File: config.mk
export PLATFORM = sky130hd
export DESIGN_NAME = cacheline_bmem_adapter
export DESIGN_NICKNAME = d
export VERILOG_FILES = /design/src/rtl/cacheline_bmem_adapter.sv
export SDC_FILE = /design/constraint.sdc
export NUM_CORES = 1
export LEC_CHECK = 0
export ABC_AREA = 1
export CAP_MARGIN = 25
export CORE_AREA = 2 2 289 291
export DETAILED_ROUTE_END_ITERATION = 8
export DIE_AREA = 0 0 291 293
export PLACE_DENSITY_LB_ADDON = 0.3
export SLEW_MARGIN = 20
export SYNTH_ARGS = -nofsm -noshare
export SYNTH_HDL_FRONTEND = slang
export SYNTH_SLANG_ARGS = --single-unit
File: constraint.sdc
create_clock -name clk -period 20.6 [get_ports clk]
set_input_delay 2.06 -clock clk [delete_from_list [all_inputs] [get_ports clk]]
set_output_delay 2.06 -clock clk [all_outputs]
set_load 0.05 [all_outputs]
File: src/rtl/cacheline_bmem_adapter.sv
// cacheline_bmem_adapter: serves 256b cacheline read/write requests as 4-beat 64b bmem bursts.
// Define CL_ADAPTER_RADDR_CHECK_EN to drop returning beats whose bmem_raddr is not the pending line.
module cacheline_bmem_adapter #(
    parameter int ADDR_WIDTH = 32,
    parameter int LINE_WIDTH = 256,
    parameter int BEAT_WIDTH = 64
) (
    input  logic                  clk,
    input  logic                  rst,
    input  logic [ADDR_WIDTH-1:0] dfp_addr,
    input  logic                  dfp_read,
    input  logic                  dfp_write,
    input  logic [LINE_WIDTH-1:0] dfp_wdata,
    output logic [LINE_WIDTH-1:0] dfp_rdata,
    output logic                  dfp_resp,
    output logic [ADDR_WIDTH-1:0] bmem_addr,
    output logic                  bmem_read,
    output logic                  bmem_write,
    output logic [BEAT_WIDTH-1:0] bmem_wdata,
    input  logic                  bmem_ready,
    input  logic [ADDR_WIDTH-1:0] bmem_raddr,
    input  logic [BEAT_WIDTH-1:0] bmem_rdata,
    input  logic                  bmem_rvalid,
    output logic                  addr_err
);
    localparam int BEATS = LINE_WIDTH / BEAT_WIDTH;
    localparam int CW = $clog2(BEATS);
    localparam int LINE_BYTES = LINE_WIDTH / 8;

    typedef enum logic [2:0] {IDLE, RD_ISSUE, RD_WAIT, WR_BURST, RESP} state_t;

    state_t                state;
    logic [CW-1:0]         beat_cnt;
    logic [CW-1:0]         beat_nxt;
    logic                  last;
    logic                  beat_ok;
    logic [LINE_WIDTH-1:0] wr_line;
    logic [ADDR_WIDTH-1:0] line_addr;

    assign line_addr = dfp_addr & ~ADDR_WIDTH'(LINE_BYTES - 1);
    assign beat_nxt  = beat_cnt + CW'(1);
    assign last      = beat_cnt == CW'(BEATS - 1);

`ifdef CL_ADAPTER_RADDR_CHECK_EN
    assign beat_ok = bmem_rvalid && bmem_raddr == bmem_addr;

    // bmem_addr still holds the pending line address while beats return
    always_ff @(posedge clk or posedge rst) begin
        if (rst)
            addr_err <= 1'b0;
        else if (state == RD_WAIT && bmem_rvalid && !beat_ok)
            addr_err <= 1'b1;
    end
`else
    logic unused_raddr;
    assign unused_raddr = ^bmem_raddr;
    assign beat_ok      = bmem_rvalid;
    assign addr_err     = 1'b0;
`endif

    always_ff @(posedge clk or posedge rst) begin
        if (rst) begin
            state      <= IDLE;
            beat_cnt   <= '0;
            wr_line    <= '0;
            dfp_rdata  <= '0;
            dfp_resp   <= 1'b0;
            bmem_addr  <= '0;
            bmem_read  <= 1'b0;
            bmem_write <= 1'b0;
            bmem_wdata <= '0;
        end else begin
            dfp_resp <= 1'b0;
            case (state)
                IDLE: begin
                    if (dfp_write) begin
                        state      <= WR_BURST;
                        bmem_addr  <= line_addr;
                        wr_line    <= dfp_wdata;
                        bmem_wdata <= dfp_wdata[BEAT_WIDTH-1:0];
                        bmem_write <= 1'b1;
                    end else if (dfp_read) begin
                        state     <= RD_ISSUE;
                        bmem_addr <= line_addr;
                        bmem_read <= 1'b1;
                    end
                end
                RD_ISSUE: begin
                    if (bmem_ready) begin
                        state     <= RD_WAIT;
                        bmem_read <= 1'b0;
                    end
                end
                RD_WAIT: begin
                    if (beat_ok) begin
                        dfp_rdata[beat_cnt*BEAT_WIDTH +: BEAT_WIDTH] <= bmem_rdata;
                        beat_cnt <= beat_nxt;
                        state    <= last ? RESP : RD_WAIT;
                        dfp_resp <= last;
                    end
                end
                WR_BURST: begin
                    if (bmem_ready) begin
                        bmem_wdata <= wr_line[beat_nxt*BEAT_WIDTH +: BEAT_WIDTH];
                        beat_cnt   <= beat_nxt;
                        state      <= last ? RESP : WR_BURST;
                        dfp_resp   <= last;
                        bmem_write <= !last;
                    end
                end
                RESP:    state <= IDLE;
                default: state <= IDLE;
            endcase
        end
    end
endmodule

==> results of run 1 <==
==> layout make-up <==
class	count	area share, %
flip-flops and latches	611	39.95
multi-input cells	2374	27.23
repair buffers	740	19.29
clock buffers	102	5.478
well taps	1070	3.497
inverters	342	3.412
clock inverters	30	0.9217
diodes	33	0.2157
==> flip-flops by register name (all words and copies together) (netlist names) <==
| signal | cells |
|---|---|
| dfp_rdata | 256 |
| bmem_wdata | 64 |
| bmem_write | 1 |
| bmem_addr | 27 |
| wr_line | 256 |
| dfp_resp | 1 |
| beat_cnt | 2 |
| bmem_read | 1 |
| state | 3 |
==> per-stage QoR <==
step                utilization (%)  setup WS (ns)  hold WS [ns]  instance area [sq um]
floorplan                         -          1.433        0.4983                  28090
global placement              43.55          14.43        0.4618                  35650
detailed placement            43.58          14.41        0.4636                  35670
CTS                           46.58          15.08        0.4792                  38120
global route                  46.76          14.95        0.4976                  38280
finish                        46.77          15.54        0.4734                  38280
==> worst max-delay path by stage <==
stage | startpoint | to | slack [ns] | cells after the start
finish | dfp_write | wr_line[113] | 15.54 | 7
global route | rst | wr_line[52] | 14.95 | 6
CTS | rst | wr_line[247] | 15.08 | 5
detailed placement | rst | wr_line[104] | 14.41 | 5
global placement | rst | wr_line[104] | 14.43 | 5
floorplan | rst | beat_cnt[0] | 1.43 | 1
==> per-layer routing <==
layer,GRT usage [%],wire [um],vias up
li1,-,-,12530
met4,12.18,4313,14
met1,30.63,42340,12510
met2,37.66,48850,1058
met5,0,100,-
met3,4.985,7646,194
==> power by group through the flow <==
| stage | Combinational [mW] | Clock [mW] | Sequential, mW |
|---|---|---|---|
| after floorplan | 1.46 | 0 | 2.80 |
| after global routing | 3.83 | 1.40 | 1.99 |
| final | 3.54 | 1.32 | 1.93 |
| after CTS | 3.56 | 1.35 | 1.93 |
| after global placement | 3.51 | 0 | 1.94 |
| after detailed placement | 3.54 | 0 | 1.95 |
==> worst reg2reg max path, delay by kind of cell, from the launching register on <==
family	cells	cell delay, ns
AOI/OAI and AO/OA	1	0.23
adders and majority gates	1	0.49
buffers and inverters	3	2.32
DFF	1	0.69
and+or+nand+nor	1	0.31
==> synthesized netlist by cell type <==
cell / instances
o21ai_1: 33
a21oi_1: 64
buf_1: 20
buf_2: 85
o21ai_0: 486
nand4_1: 1
nor2_4: 3
nand3_4: 1
nand3_2: 1
nor3_1: 34
or2_1: 1
conb_1: 1
nor2_2: 1
inv_1: 337
clkbuf_1: 164
buf_4: 6
o211ai_1: 1
ha_1: 5
dfrtp_1: 611
nor2_1: 145
and2_1: 1
inv_2: 4
nand2_2: 1
nand2_1: 1133
clkinv_1: 1
nand3_1: 457
==> cell families after synthesis <==
| logic type | after synthesis | share of synthesized area [%] |
|---|---|---|
| and+or+nand+nor | 1779 | 26.17 |
| AOI/OAI and AO/OA | 584 | 10.42 |
| buffers and inverters | 617 | 8.709 |
| adders and majority gates | 5 | 0.2228 |
| DFF | 611 | 54.46 |
| other | 1 | 0.01336 |
==> metrics.yaml, run 1 <==
placed_design:
  gp_congestion: 0.9236
  dp_cells: 5134
  dpl.hpwl_mm: 66.96
  port_buffers: 702
timing:
  max_freq_mhz: 197.5
  setup_viol: 0
  tns_ns: 0
  rsz0062_at_grt: "false"
  relSlewSlack_pct: 30.81
  final-max-slew-violation-count: 0
  fin_crit_sh_pct: 24.57
  period_needed_ns: 5.062
  worstMarginPinSlew_ns: 1.038
  hold_viol_final: 0
  fin_skew_ns: 0.03075
route:
  vias_per_cell: 4.960
  drtIter0Drc: 2066
  dr.pass1.iters: 6
  routed_wire_length_per_instance_um: 19.47
  num_vias: 26300
  drt-total-wl_mm: 103.2
  postRouteAntennaNets: 0
  drc: 0
synth:
  ys_seq_area_share_pct: 54.46
  syn_avg_cell_area_sq_um: 7.805
  synth_cell_types: 26
  synth_cells: 3597
  yosysTopAreaCell: "dfrtp_1"
  synth_top_area_share_pct: 54.46
  ys_top_cells_by_area: "dfrtp_1 54%, nand2_1 15%, o21ai_0 8.7%, nand3_1 8.1%, inv_1 4.5%"
  ys_seq_elements: 611
  syn_area_sq_um: 28070
  yosys_warnings: 0
die:
  start_util_pct: 34.30
  ioPinCount: 746
  die_w_um: 291
  coreArea_sq_um: 81850
  row_count: 105
  die_h_um: 293
  die_area_sq_um: 85260
clock_network:
  cts_resized: 0
  cts_buffers: 73
  cts.clk_slew.worst_paths_ns: 0.06
  cts.path.max_buffers: 3
  htree_num_levels: 3
  clockRootBuffer: "clkbuf_16"
  insertion_delay_ns: 0.61
  postCtsSetupBuffers: 0
  cts_sinks: 611
  hold_buffers: 0
  cts_tree: "done"
cells_and_area:
  num-nets-final: 4537
  nFillCells: 8017
  area_growth_pct: 36.36
  drive_gt1_share_pct: 4.311
  layout_commonest_cell: "nand2_1"
  final_cells: 5302
  ff_latch_area_sq_um: 15290
  multi_input_area_sq_um: 10430
  final_cell_mix: "1,133 x nand2_1, 702 x clkdlybuf4s50_1, 610 x dfrtp_1"
power:
  power.total_mw: 6.795
  p_switching_mw: 3.323
  clkPwrFrac_pct: 19.4
  p_leak_nw: 18.00
  p_sw_share_pct: 48.91
  comb_power_share_pct: 52.1
  peakVddDrop_v: 0.00009167
  pwr-share-seq_pct: 28.4
  p_per_area_nw_per_um2: 177.5
  internal_power_mw: 3.472
worst_setup_path:
  endpoint_kind: "register"
  reg2reg_depth: 6
  worst_r2r_endpoint: "dfp_rdata[5]"
  startpoint_type: "primary input"
  reg2reg_slack_ns: 16.46
  cp.arrival_ns: 5.55
  critPathKind: "in2reg"
  timing.rr.start: "beat_cnt[0]"
  critPathMaxFanout: 205
  slowest_stage: "buf_4"
  crit_chain: "clkdlybuf4s50_1 -> nand3_4 -> inv_8 -> buf_4 -> buf_4 -> nand2_1 -> o21ai_0"
  slowest_delay_ns: 0.84
  cp_num_buf_inv: 4
  critical-path-top-delay-family: "buffers and inverters"
  required_ns: 21.09
  crit_top_cell: "buf_4"
grt:
  grt-ovfl-total: 0
  grt_antenna_before_repair: 38
  first_global_vias: 24940
  grt_max_degree: 206
  grt_pass1_wl_mm: 156.3
  grt_usage_pct: 23.71
worst_hold_path:
  holdPathStages: 2
  min_from: "bmem_write"
  hold_end: "bmem_write"
  hp-class: "reg2reg"
flow_run:
  drv_cap: 0
outcome:
  status: "completed"
Power figures use the tool's default switching activity.
==> run 2: changes to the inputs <==
==> constraint.sdc (replaced) <==
create_clock -name clk -period 5.1 [get_ports clk]
set_input_delay 0.51 -clock clk [delete_from_list [all_inputs] [get_ports clk]]
set_output_delay 0.51 -clock clk [all_outputs]
set_load 0.05 [all_outputs]
==> metrics.yaml, run 2 (synthesis gave the netlist of run 1 again) <==
power:
  comb_power_share_pct: 52.6  # +0.5 points
  internal_power_mw: 13.93  # +300%
  p_per_area_nw_per_um2: 715.3  # +300%
  p_sw_share_pct: 49.11  # +0.20 points
  peakVddDrop_v: 0.0004082  # +350%
  pwr-share-seq_pct: 28.6  # +0.2 points
  p_switching_mw: 13.44  # +300%
  clkPwrFrac_pct: 18.8  # -0.6 points
  p_leak_nw: 17.98  # about the same
clock_network:
  hold_buffers: 0  # unchanged
  cts_tree: "done"
  cts_buffers: 72  # -1.4%
  cts.path.max_buffers: 3  # unchanged
  cts.clk_slew.worst_paths_ns: 0.06  # about the same
  clockRootBuffer: "clkbuf_16"
  postCtsSetupBuffers: 0  # unchanged
  htree_num_levels: 3  # unchanged
  cts_resized: 0  # unchanged
  insertion_delay_ns: 0.63  # +0.02 ns
  cts_sinks: 611  # unchanged
flow_run:
  drv_cap: 0  # unchanged
cells_and_area:
  final_cell_mix: "1,133 x nand2_1, 702 x clkdlybuf4s50_1, 610 x dfrtp_1"
  multi_input_area_sq_um: 10430  # unchanged
  layout_commonest_cell: "nand2_1"
  nFillCells: 7969  # -0.60%
  area_growth_pct: 36.28  # about the same
  ff_latch_area_sq_um: 15290  # unchanged
  final_util_pct: 46.74  # about the same
  num-nets-final: 4545  # +0.18%
  largest_registers: "dfp_rdata: 256 flops, wr_line: 256 flops, bmem_wdata: 64 flops"
  finalInstanceArea_sq_um: 38260  # about the same
  drive_gt1_share_pct: 4.260  # -0.051 points
die:
  die_w_um: 291  # unchanged
  ioPinCount: 746  # unchanged
  start_util_pct: 34.30  # unchanged
  die_area_sq_um: 85260  # unchanged
  die_h_um: 293  # unchanged
  row_count: 105  # unchanged
  coreArea_sq_um: 81850  # unchanged
worst_setup_path:
  startpoint_type: "register"
  reg2reg_slack_ns: 1.65  # -14.81 ns
  critPathKind: "reg2reg"
  timing.rr.start: "beat_cnt[0]"
  cp_num_buf_inv: 4  # unchanged
  critical-path-top-delay-family: "buffers and inverters"
  required_ns: 5.64  # -15.45 ns
  cp.arrival_ns: 4.00  # -1.55 ns
  worst_r2r_endpoint: "dfp_rdata[232]"
  slowest_stage: "dfrtp_4"
  slowest_delay_ns: 0.66  # -0.18 ns
  endpoint_kind: "register"
  reg2reg_depth: 8  # +2
  crit_top_cell: "buf_4"
  critPathMaxFanout: 67  # -67%
  crit_chain: "buf_4 -> ha_1 -> inv_2 -> buf_4 -> nor2_4 -> buf_4 -> nand3_1 -> nand2_1"
timing:
  final-max-slew-violation-count: 0  # unchanged
  hold_viol_final: 0  # unchanged
  fin_hold_ws_ns: 0.2363  # -0.2371 ns
  period_needed_ns: 3.454
  max_freq_mhz: 289.5
  fin_skew_ns: 0.03240  # +0.001654 ns
  worstMarginPinSlew_ns: 0.9978  # -0.04003 ns
  fin_crit_sh_pct: 67.73
  setup_viol: 0  # unchanged
  relSlewSlack_pct: 33.48  # +2.7 points
  rsz0062_at_grt: "false"
grt:
  grt_pass1_wl_mm: 159.6  # +2.1%
  grt_usage_pct: 24.20  # +0.49 points
  grt_max_degree: 147  # -29%
  grt_antenna_before_repair: 25  # -34%
  first_global_vias: 25330  # +1.6%
  grt-ovfl-total: 0  # unchanged
route:
  dr.pass1.iters: 5  # -1
  vias_per_cell: 4.962  # about the same
  routed_wire_length_per_instance_um: 19.79  # +1.6%
  postRouteAntennaNets: 0  # unchanged
  num_vias: 26270  # -0.10%
  drtIter0Drc: 2308  # +12%
  drt-total-wl_mm: 104.8  # +1.5%
  drc: 0  # unchanged
placed_design:
  port_buffers: 702  # unchanged
  gp_congestion: 0.8897  # -3.7%
  post_dp_cell_area_sq_um: 35880  # +0.59%
  dpl.hpwl_mm: 69.83  # +4.3%
worst_hold_path:
  hp-class: "in2async"
outcome:
  status: "completed"
## run 2: changes by cell type in the layout (fill, tap and decap cells not counted), sizes merged
| cell | change |
|---|---|
| buf | +9 |
| bufinv | -2 |
| clkbuf | +3 |
| clkinv | -6 |
| diode | -10 |
| inv | -1 |
## run 2: worst max path at each step
| stage | startpoint | endpoint | slack [ns] | cells after the start |
|---|---|---|---|---|
| CTS | beat_cnt[0] | dfp_rdata[133] | 1.61 | 8 |
| finish | beat_cnt[0] | dfp_rdata[232] | 1.65 | 8 |
| detailed placement | beat_cnt[0] | dfp_rdata[134] | 1.62 | 8 |
| global route | beat_cnt[0] | dfp_rdata[155] | 1.44 | 8 |
| global placement | beat_cnt[0] | dfp_rdata[134] | 1.64 | 8 |
| floorplan | rst | beat_cnt[0] | -3.75 | 1 |
## run 2: routing by layer
metal  vias to the layer above  share of wire (%)  track usage (%)  routed length, um
met4                         8                4.8            13.17               5061
met1                     12460                 41            31.53              42760
li1                      12520                  -                -                  -
met2                      1086                 47            37.87              48750
met3                       209                7.8            4.970               8154
met5                         -              0.048                0                 50
## run 2: final cells by class
class / instances / area share (%)
multi-input combinational: 2374 / 27.25
sequential: 611 / 39.97
tap: 1070 / 3.499
antenna: 23 / 0.1504
clock inverter: 21 / 0.5985
timing repair buffer: 749 / 19.67
inverter: 342 / 3.405
clock buffer: 105 / 5.455
## run 2: power by group through the flow
stage               clock network [mW]  registers (mW)  logic (mW)
finish                            5.14            7.82        14.4
global route                      5.44            8.04        15.6
CTS                               5.24            7.82        14.5
detailed placement                   0            7.87        14.4
global placement                     0            7.83        14.3
floorplan                            0            11.3        5.89
## run 2: metrics by stage
stage          power (mW)  worst slack (ns)  instances  setup TNS [ns]
2_1_floorplan       17.20            -3.747       3602        -2289.47
6_report            27.36             1.646       5295               0
3_5_place_dp        22.28             1.618       5146               0
5_1_grt             29.03             1.444       5293               0
3_3_place_gp        22.09             1.641       5144               0
4_1_cts             27.53             1.615       5272               0
